## config.mk

```make
export PLATFORM = sky130hd
export DESIGN_NAME = counter_32_rev
export DESIGN_NICKNAME = d
export VERILOG_FILES = /design/src/rtl/counter_pkg.sv /design/src/rtl/rev_slice.sv /design/src/rtl/counter_32_rev.sv
export SDC_FILE = /design/constraint.sdc
export NUM_CORES = 1
export LEC_CHECK = 0
export BUFFER_PORTS_ARGS = -buffer_cell sky130_fd_sc_hd__buf_4
export CAP_MARGIN = 10
export CORE_MARGIN = 2
export CORE_UTILIZATION = 54
export CTS_CLUSTER_SIZE = 24
export DETAILED_ROUTE_END_ITERATION = 6
export MAX_ROUTING_LAYER = met4
export PLACE_DENSITY = 0.81
export SLEW_MARGIN = 20
export SYNTH_ARGS = -nofsm -noshare
export SYNTH_HDL_FRONTEND = slang
export SYNTH_HIERARCHICAL = 1
export SYNTH_SLANG_ARGS = --single-unit
```

## constraint.sdc

```tcl
create_clock -name clk -period 9.6 [get_ports clk]
set_input_delay 2.88 -clock clk [delete_from_list [all_inputs] [get_ports clk]]
set_output_delay 2.88 -clock clk [all_outputs]
set_load 0.1 [all_outputs]
```

## src/rtl/counter_pkg.sv

```systemverilog
// Shared constants and direction encoding for the reversible counter family.
package counter_pkg;

  localparam int unsigned CNT_W   = 32;
  localparam int unsigned SLICE_W = 4;

  typedef enum logic {
    DIR_DOWN = 1'b0,
    DIR_UP   = 1'b1
  } dir_t;

  localparam logic [CNT_W-1:0] CNT_MAX = {CNT_W{1'b1}};
  localparam logic [CNT_W-1:0] CNT_MIN = {CNT_W{1'b0}};

endpackage

```

## src/rtl/rev_slice.sv

```systemverilog
// 4-bit reversible, loadable counter slice with async clear and carry/borrow chaining.
module rev_slice
  import counter_pkg::*;
(
  input  logic               clk,
  input  logic               rst,
  input  logic               up,
  input  logic               load,
  input  logic [SLICE_W-1:0] d,
  input  logic               ci,
  output logic [SLICE_W-1:0] q,
  output logic               co
);

  always_ff @(posedge clk or posedge rst) begin
    if (rst) begin
      q <= '0;
    end else if (load) begin
      q <= d;
    end else if (ci) begin
      q <= up ? q + SLICE_W'(1) : q - SLICE_W'(1);
    end
  end

  // Carry out when this slice is at its terminal value in the current direction.
  assign co = ci & (up ? (q == {SLICE_W{1'b1}}) : (q == {SLICE_W{1'b0}}));

endmodule

```

## src/rtl/counter_32_rev.sv

```systemverilog
// 32-bit reversible counter with parallel load, built from cascaded rev_slice instances.
// Optional saturation at the terminal count is enabled by defining COUNTER_32_REV_SAT_EN.
module counter_32_rev
  import counter_pkg::*;
#(
  parameter int unsigned WIDTH   = CNT_W,
  parameter int unsigned SLICE_W = counter_pkg::SLICE_W
) (
  input  logic             clk,
  input  logic             rst,
  input  logic             s,
  input  logic             Load,
  input  logic [WIDTH-1:0] PData,
  output logic [WIDTH-1:0] cnt,
  output logic             Rc
);

  localparam int unsigned NSLICE = WIDTH / SLICE_W;

  logic              up;
  logic [NSLICE:0]   carry;
  logic              slice_load;
  logic [WIDTH-1:0]  slice_d;

  assign up       = (dir_t'(s) == DIR_UP);
  assign carry[0] = 1'b1;
  assign Rc       = carry[NSLICE];

`ifdef COUNTER_32_REV_SAT_EN
  // At the terminal count, reload the current value so the counter holds.
  logic hold;
  assign hold       = Rc & ~Load;
  assign slice_load = Load | hold;
  assign slice_d    = Load ? PData : cnt;
`else
  assign slice_load = Load;
  assign slice_d    = PData;
`endif

  for (genvar i = 0; i < NSLICE; i++) begin : g_slice
    rev_slice u_slice (
      .clk  (clk),
      .rst  (rst),
      .up   (up),
      .load (slice_load),
      .d    (slice_d[i*SLICE_W +: SLICE_W]),
      .ci   (carry[i]),
      .q    (cnt[i*SLICE_W +: SLICE_W]),
      .co   (carry[i+1])
    );
  end

endmodule

```

=== After elaboration in Yosys (flattened, before gate mapping) ===
Cells that the tools add are included.

* Output and inout bits: 33
* Bits of input ports: 36
* Bits in registers: 32

* Bitwise logic cells: 7
* Reduce and logical (&&, ||, !) cells: 15
* Add/subtract/negate cells: 16
* Muxes and demuxes: 31
* Equal/unequal tests: 8

{| class="wikitable"
|+ Operators with widths
! cell !! count
|-
| $mux W4 || 23
|-
| $add A4 B1 Y4 const B || 8
|-
| $eq A4 B4 Y1 const B || 8
|-
| $logic_not A4 Y1 || 8
|-
| $sub A4 B1 Y4 const B || 8
|-
| $reduce_bool A2 Y1 || 7
|-
| $mux W1 || 8
|-
| $and A1 B1 Y1 || 7
|}

=== Longest topological paths before layout ===
* Word-level depth: 10
* Depth in mapped cells: 19
* Depth with buffers taken out: 12

=== By module ===
Netlist, hierarchy kept.

{| class="wikitable"
|+ By module, submodules not included
! module !! area each (um^2) !! instances !! cells an instance !! sequential area each (um^2)
|-
| rev_slice (g_slice[0].u_slice ...) || 355.3 || 4 || 37 || 100.1
|-
| rev_slice (g_slice[2].u_slice ...) || 335.3 || 4 || 36 || 100.1
|-
| counter_32_rev || 3.8 || 1 || 1 || 0.0
|}

=== Least setup slack after synthesis ===
No wires, ideal clock.

* Kind: input to output
* Start point: in s
* End point: out Rc
* Buffers on the path: 7
* Arrival: 6027 ps
* Slack: 693 ps
* Stages: 17
* Cell sequence: or4_1 -> mux2i_1 -> and2_2 -> buf_6 -> and2_2 -> buf_2 -> and2_1 -> buf_6 -> and2_2 -> buf_6 -> and2_2 -> buf_2 -> and2_1 -> buf_2 -> and2_1 -> buf_2 -> and2_1

* Word-level cells in the longest chain between the ends: 8
* Elaborated cells on any way between the ends: 15
* Classes of those cells: 8 x mux; 7 x bitwise

{| class="wikitable"
|+ Ends and longest elaborated chain
! element !! RTL line !! RTL
|-
| from (decl) || counter_32_rev.sv:11 || <nowiki>input logic s,</nowiki>
|-
| $mux W1 || rev_slice.sv:26 || <nowiki>assign co = ci & (up ? (q == {SLICE_W{1'b1}}) : (q == {SLICE_W{1'b0}}));</nowiki>
|-
| via carry[1] || counter_32_rev.sv:21 || <nowiki>logic [NSLICE:0] carry;</nowiki>
|-
| $and A1 B1 Y1 || rev_slice.sv:26 ||
|-
| via carry[2] || counter_32_rev.sv:21 ||
|-
| $and A1 B1 Y1 || rev_slice.sv:26 ||
|-
| via carry[3] || counter_32_rev.sv:21 ||
|-
| $and A1 B1 Y1 || rev_slice.sv:26 ||
|-
| via carry[4] || counter_32_rev.sv:21 ||
|-
| $and A1 B1 Y1 || rev_slice.sv:26 ||
|-
| via carry[5] || counter_32_rev.sv:21 ||
|-
| $and A1 B1 Y1 || rev_slice.sv:26 ||
|-
| via carry[6] || counter_32_rev.sv:21 ||
|-
| $and A1 B1 Y1 || rev_slice.sv:26 ||
|-
| via carry[7] || counter_32_rev.sv:21 ||
|-
| $and A1 B1 Y1 || rev_slice.sv:26 ||
|-
| to (decl) || counter_32_rev.sv:15 || <nowiki>output logic Rc</nowiki>
|}

The timed path passes the listed nets, and every way through them passes these cells.

=== Worst setup path after layout ===
Ends and elaborated chain as after synthesis.

==> metrics.txt <==
commonest cells after routing, fill and taps aside 69 x buf_4, 32 x dfrtp_1, 24 x mux2i_1, 24 x nand2_1, 24 x o21ai_0; R2R Path End g_slice[7].u_slice/q[3]$_DFFE_PP0P_; Final Critical Period 8.91 ns; Mapped Cells 293; Max-slew headroom 0.478; Core ar. 0.00501 mm²; maximum number of pins on one net before global-route repair 97; fin crit share 0.928; port buffer count 68; Synth cell types 30; hold path startpoint g_slice[4].u_slice/q[2]$_DFFE_PP0P_; R2R Setup Slk 5.91 ns; DRC Markers 0; biggest regs g_slice.u_slice/q: 32 flops; initial antenna violation count 0; Top Ports 69; outcome complete, no violations; MaxCap Viol Count 0; Hold EP g_slice[4].u_slice/q[2]$_DFFE_PP0P_; TritonCTS buffer count 5; global-route wire length before repair 10300 µm; Final ANT Viol Nets 0; dpl ws 0.702 ns; RSZ-0062 raised after global routing false; H-tree Lvls 2; Nets 413; Pins Over Slew Limit 0; Routability Congestion 0.863; reg2reg path depth 12; Post-CTS Resized 0; DR iter-0 viols 138; DIE WIDTH 75.6 µm; die area 0.00571 mm²; Hold/Removal Path Class flop to flop; Final Hold Vio Count 0; area of the multi-input gates 0.00181 mm²; crit path launch type input port; Sequential cell area 801 µm²; final wirelength 6120 µm; vias in the first global route 2290; Combinational Power Share 0.459; Mean Syn Cell Area 9.44 µm²; Worst Setup End Kind output port; max FFs per register 32; final core utilization 0.672; Cell Area, Synth 0.00277 mm²; post-layout worst setup margin 0.695 ns; setup TNS 0 ns; Arr. time, crit path 6.03 ns; final setup fails 0; synth warn 6; antenna cells 0; Die Ht 75.6 µm; Biggest register g_slice.u_slice/q; #FFs+latches synth 32; root buf cell clkbuf_8; DP HPWL 4410 µm; GRT Residual Overflow 0; r2r startpoint g_slice[0].u_slice/q[0]$_DFFE_PP0P_; CTS sink count 32; maximum clock frequency 0.112 GHz; Hold Slack 0.682 ns; Worst-path clk slew 0.06 ns; worst vdd ir 0.0000981 V; Max Fanout on Critical Path 14; CTS Buffer Depth 2; Fill cells 418; Sequential Power Share 0.336; initial core utilization 0.552; Clock Skews 0.00365 ns; post-synthesis sequential area ratio 0.289; post-DR wirelength/cell 14.4 µm; synth-to-layout area growth 21.6%; worst endpoint required time 6.72 ns; All-Layer GR Usage 0.242; # hold bufs at CTS 0; worst skew pair latency 0.29 ns; Internal 280 µW; via/cell ratio 5.72; DRT Pass-1 Iters 4; hold depth 2; Row Count 26; number of post-CTS setup repair buffers 0; P per Cell Area 159 mW/mm²; most common cell after layout, fill and taps aside buf_4; ratio of cells with drive above 1 in the final layout 0.251; CTS tree yes; Mapped Nets 353; switch share 0.476; net switching power figure 255 µW; kind of critical path input port to output port; static leakage 0.00150 µW; Clock Power Share 0.205; DR vias 2425; worst-margin pin slew 0.783 ns
==> cell families (layout without fill, tap and decap cells) <==
family / Yosys count / count (layout) / share of synthesized area
muxes: 24 / 24 / 0.0868
adders and majority gates: 24 / 24 / 0.130
buffers and inverters: 32 / 93 / 0.0579
other: 1 / 1 / 0.00136
DFF: 32 / 32 / 0.289
AOI/OAI and AO/OA: 60 / 60 / 0.136
xor gates and xnor gates: 16 / 16 / 0.0507
and+or+nand+nor: 104 / 104 / 0.248
==> cells in the mapped netlist (all sizes together) <==
master,instances,area [µm²]
dfrtp,32,801
mux2i,24,240
nand2,24,90.1
o21ai,24,120
a21oi,16,80.1
ha,16,200
inv,16,60.1
nand3,16,80.1
nor3b,16,120
buf,12,85.1
and2,8,55.1
fa,8,160
nand4,8,50.1
o2bb2ai,8,70.1
or4,8,60.1
xnor2,8,70.1
xor2,8,70.1
a21o,4,35.0
a221o,4,40.0
and3b,4,35.0
and4bb,4,50.1
clkbuf,4,15.0
nand3b,4,30.0
nor4b,4,35.0
nor4bb,4,40.0
o211ai,4,30.0
or4b,4,40.0
conb,1,3.75
==> power groups by stage <==
stage               clock, µW  sequential, µW  combinational, µW
global placement            0             181                241
finish                    110             180                246
global route              119             183                262
detailed placement          0             182                245
floorplan                   0             289               76.0
CTS                       113             179                246
==> critical path, cell delays in order <==
cell     delay (ns)
buf_4          0.16
or4_1          0.41
mux2i_1        0.12
and2_2         0.24
and2_2         0.26
and2_1         0.29
and2_2         0.28
and2_2         0.26
and2_1         0.31
and2_1         0.35
and2_1         0.18
buf_4          0.28
==> metal layers <==
metal	up-vias	global-route usage	routed length (µm)
li1	1201	-	-
met1	1151	0.302	2810
met2	65	0.399	2960
met3	8	0.0450	268
met4	0	0.0741	87
met5	-	-	0
==> cell type report <==
cell class,instances,area share
Multi-Input combinational cell,229,0.537
Sequential cell,32,0.238
Timing Repair Buffer,69,0.154
Tap cell,70,0.0260
Clock buffer,6,0.0245
Inverter,16,0.0179
Clock inverter,2,0.00298
==> how the worst max path moves through the flow <==
| stage | start | endpoint | slack, ns | depth (start not counted) |
|---|---|---|---|---|
| 3_3_place_gp | s | Rc | 0.79 | 12 |
| 5_1_grt | s | Rc | 0.52 | 12 |
| 2_1_floorplan | s | Rc | 0.69 | 17 |
| 6_report | s | Rc | 0.69 | 12 |
| 4_1_cts | s | Rc | 0.69 | 12 |
| 3_5_place_dp | s | Rc | 0.70 | 12 |
==> metrics by stage <==
| stage | cell area [µm²] | std cells | total power (µW) |
|---|---|---|---|
| floorplan | 2770 | 293 | 365 |
| finish | 3360 | 424 | 535 |
| global route | 3360 | 424 | 564 |
| global placement | 3270 | 416 | 422 |
| CTS | 3360 | 424 | 539 |
| detailed placement | 3270 | 416 | 427 |
Note: power is estimated with default switching activity, not from simulation.
